$ cat src/rtl/plant_sensor_model_pkg.sv
// Shared constants for the plant emulator: motor command codes and
// the encoding of the start-button debounce state machine.
package plant_sensor_model_pkg;

    localparam logic [1:0] MOTOR_STOP    = 2'b00;
    localparam logic [1:0] MOTOR_MIX     = 2'b01;
    localparam logic [1:0] MOTOR_DRAIN   = 2'b10;
    localparam logic [1:0] MOTOR_ILLEGAL = 2'b11;

    localparam logic [1:0] DEB_LO      = 2'd0;
    localparam logic [1:0] DEB_WAIT_HI = 2'd1;
    localparam logic [1:0] DEB_HI      = 2'd2;
    localparam logic [1:0] DEB_WAIT_LO = 2'd3;

endpackage

$ cat src/rtl/plant_sensor_model_debounce_pulse.sv
// Start-button conditioning: two-flop synchroniser, debounce FSM, press pulse.
// Ports: clk, rst (sync, active-high), raw (async button), pulse (1 cycle on accepted press).
module debounce_pulse
    import plant_sensor_model_pkg::*;
#(
    parameter int DEB_CYC = 1000
) (
    input  logic clk,
    input  logic rst,
    input  logic raw,
    output logic pulse
);

    localparam int CW = $clog2(DEB_CYC + 1);
    localparam logic [CW-1:0] LAST = CW'(DEB_CYC - 1);

    logic          sync1;
    logic          sync2;
    logic [1:0]    state;
    logic [CW-1:0] cnt;

    // The WAIT states need DEB_CYC consecutive agreeing samples; the
    // count starts at 0 on entry, so the move happens on sample DEB_CYC.
    always_ff @(posedge clk) begin
        if (rst) begin
            sync1 <= 1'b0;
            sync2 <= 1'b0;
            state <= DEB_LO;
            cnt   <= '0;
            pulse <= 1'b0;
        end else begin
            sync1 <= raw;
            sync2 <= sync1;
            pulse <= 1'b0;
            case (state)
                DEB_LO: begin
                    if (sync2) begin
                        state <= DEB_WAIT_HI;
                        cnt   <= '0;
                    end
                end
                DEB_WAIT_HI: begin
                    if (!sync2) begin
                        state <= DEB_LO;
                    end else if (cnt == LAST) begin
                        state <= DEB_HI;
                        pulse <= 1'b1;
                    end else begin
                        cnt <= cnt + CW'(1);
                    end
                end
                DEB_HI: begin
                    if (!sync2) begin
                        state <= DEB_WAIT_LO;
                        cnt   <= '0;
                    end
                end
                default: begin
                    if (sync2) begin
                        state <= DEB_HI;
                    end else if (cnt == LAST) begin
                        state <= DEB_LO;
                    end else begin
                        cnt <= cnt + CW'(1);
                    end
                end
            endcase
        end
    end

endmodule

$ cat config.mk
export PLATFORM = sky130hd
export DESIGN_NAME = debounce_pulse
export DESIGN_NICKNAME = d
export VERILOG_FILES = /design/src/rtl/plant_sensor_model_pkg.sv /design/src/rtl/plant_sensor_model_debounce_pulse.sv
export SDC_FILE = /design/constraint.sdc
export NUM_CORES = 1
export LEC_CHECK = 0
export ABC_AREA = 0
export CAP_MARGIN = 10
export CORE_MARGIN = 4
export CORE_UTILIZATION = 40
export CTS_BUF_LIST = sky130_fd_sc_hd__clkbuf_4
export DETAILED_ROUTE_END_ITERATION = 10
export DONT_BUFFER_PORTS = 1
export SYNTH_ARGS = -nofsm -noshare
export SYNTH_HDL_FRONTEND = slang
export SYNTH_SLANG_ARGS = --single-unit
$ cat constraint.sdc
create_clock -name clk -period 4.5 [get_ports clk]
set_input_delay 0.225 -clock clk [delete_from_list [all_inputs] [get_ports clk]]
set_output_delay 0.225 -clock clk [all_outputs]
set_load 0.03 [all_outputs]
==> reports/metrics.csv <==
metric,value,unit
status,"complete, no violations",
reg2reg_from,state[0]$_SDFFE_PP0P_,
crit_path_max_incr_delay,0.41,ns
track_usage,0.137,
vdd_ir_drop_max,0.0000965,V
io_pins,4,
avgSynthCellArea,8.36,um2
core,2000,um2
final-seq-area,300,um2
cts-resized-gates,0,
hp-class,primary input to flip-flop,
viasPerCell,5.85,
relSlewSlack,0.697,
powerDensity,253,nW/um2
cts-root-buf,clkbuf_4,
antenna_cells,0,
setup_viol,0,
cts-hold-fix-buffers,2,
fin_skew,0.00309,ns
path_class,flip-flop to flip-flop,
crit_buf_inv,1,
syn_area,861,um2
cp-start-kind,flip-flop,
critPathMaxFanout,6,
synth_most_common_cell,dfxtp_1,
fp.dieW,54.4,um
synth_xor_area_frac,0.0102,
cp.depth,6,
grt_overflow_total,0,
synth.distinct_cells,38,
arrival,2.08,ns
worst_ep_required_time,4.72,ns
die_h,54.4,um
period_share,0.415,
synth.top_cell.area_share,0.349,
totalWireLength,1.80,mm
grt_max_degree,12,
crit_end,cnt[3]$_SDFFE_PP0P_,
r2r_cells,6,
drt_iter0_drc,28,
fin_crit,1.87,ns
synth_top_area_cell,dfxtp_1,
synth_edf_count,0,
netlist_top_cells_count,"dfxtp_1, o21ai_0, a21oi_1",
ys_ff_latch,15,
first_pass_iters,4,
synthesis.nets,110,
ys_seq_area_frac,0.349,
rr_endpoint,cnt[3]$_SDFFE_PP0P_,
worstMarginPinSlew,0.451,ns
die_area,2960,um2
finalNonFillerCells,131,
grt_pass1_wl,2.88,mm
dp.cells,125,
yosys_warnings,0,
clk_latency,0.29,ns
muxShareOfSynthArea,0.0247,
r2r_slack,2.63,ns
clock_sinks,15,
drive_gt1_frac,0.0962,
synthAdderAreaFrac,0.0581,
area_growth,7.41,%
crit_family,compound AO/OA/AOI/OAI gates,
cellLeakagePower,0.318,nW
drc,0,
first_global_vias,669,
finalHoldViolations,0,
fillers,201,
final_nets,112,
post_cts_buffers,0,
synthTopCellsByArea,"dfxtp_1, ha_1, o21ai_0",
wl_per_cell,13.7,um
synth_top_family_by_area,simple AND/OR/NAND/NOR gates,
via_count,767,
portBuffers,0,
hpwl,1.28,mm
crit_path_end_kind,flip-flop,
cts-buffers-inserted,3,
gp_congestion,0.804,
cts_tree,done,
setup-tns-final,0,ns
rows,16,
slowest_stage,a211oi_1,
drv_cap,0,
cts.clk_slew.worst_paths,0.09,ns
antenna_found_initial,0,
rsz0062_at_grt,false,
antenna_left,0,
max_freq,535,MHz
synthSimpleGateAreaFrac,0.273,
synthArstFlopShare,0,
synth_compound_area_frac,0.244,
multi_input_area,526,um2
netlist_instances,103,
cp-startpoint,state[0]$_SDFFE_PP0P_,
path_cells,inv_1 > ha_1 > or2_2 > a211oi_1 > o21ba_2 > o21ai_0,
finish.utilization,0.462,
clock_path_buffers,2,
htreeDepth,1,
start_util,0.430,
maxSlewViolCount,0,
ys.flop_type,dfxtp_1,
[per-layer routing]
| layer | wire, um | part of all wire | GRT usage |
|---|---|---|---|
| met1 | 856 | 0.48 | 0.181 |
| met2 | 792 | 0.44 | 0.195 |
| met3 | 111 | 0.062 | 0.0354 |
| met4 | 36 | 0.020 | 0.0830 |
| met5 | 0 | 0 | 0 |
[state kept, by name (all words and copies together), names as in the netlist, named ones only]
name	count
cnt	10
pulse	1
state	1
sync1	1
sync2	1
[placed cells by master, fill, tap and decap left out, types with 2 or more instances in the layout]
cell type,n
dfxtp_1,15
o21ai_0,10
a21oi_1,6
nor2b_1,5
nor2_1,5
inv_1,4
nor3_1,4
nand4_1,4
nand3_1,4
ha_1,4
clkbuf_4,4
a41oi_1,3
a211oi_1,3
o21ai_1,3
nand2_1,2
and4_1,2
nand2b_1,2
o21a_1,2
and2_1,2
dlygate4sd3_1,2
[how the worst min path moves through the flow]
stage	startpoint	endpoint	cells after the start
after global placement	rst	cnt[7]$_SDFFE_PP0P_	1
final	raw	sync1$_SDFF_PP0_	1
after floorplan	raw	sync1$_SDFF_PP0_	1
after detailed placement	rst	cnt[7]$_SDFFE_PP0P_	1
after CTS	raw	sync1$_SDFF_PP0_	1
after global routing	raw	sync1$_SDFF_PP0_	1
[per-stage QoR]
step | setup slack, ns | cell area [um2] | hold slack, ns | total power, mW
2_1_floorplan | 2.83 | 861 | 0.353 | 0.147
3_3_place_gp | 2.70 | 875 | 0.297 | 0.148
3_5_place_dp | 2.68 | 875 | 0.297 | 0.148
4_1_cts | 2.64 | 925 | 0.0572 | 0.236
5_1_grt | 2.54 | 925 | 0.0637 | 0.243
6_report | 2.63 | 925 | 0.0575 | 0.234
[kinds of logic after synthesis]
family | count (synthesis)
simple gates | 39
xor+xnor | 1
compound gates | 33
fa+ha+maj | 4
flops | 15
buf+inv | 9
mux | 2
[report_power, final]
group / switching (mW) / internal, mW / total, mW
Clock: 0.0456 / 0.0405 / 0.0861
Sequential: 0.00107 / 0.134 / 0.135
Combinational: 0.00652 / 0.00605 / 0.0126
Total: 0.0532 / 0.180 / 0.234
[final cells by class]
cell class	instances	share of cell area
timing repair buffer	2	0.0217
inverter	4	0.0162
clock buffer	4	0.0325
sequential	15	0.325
multi-input combinational	79	0.568
tap	27	0.0365
(Power assumes the default switching activity.)
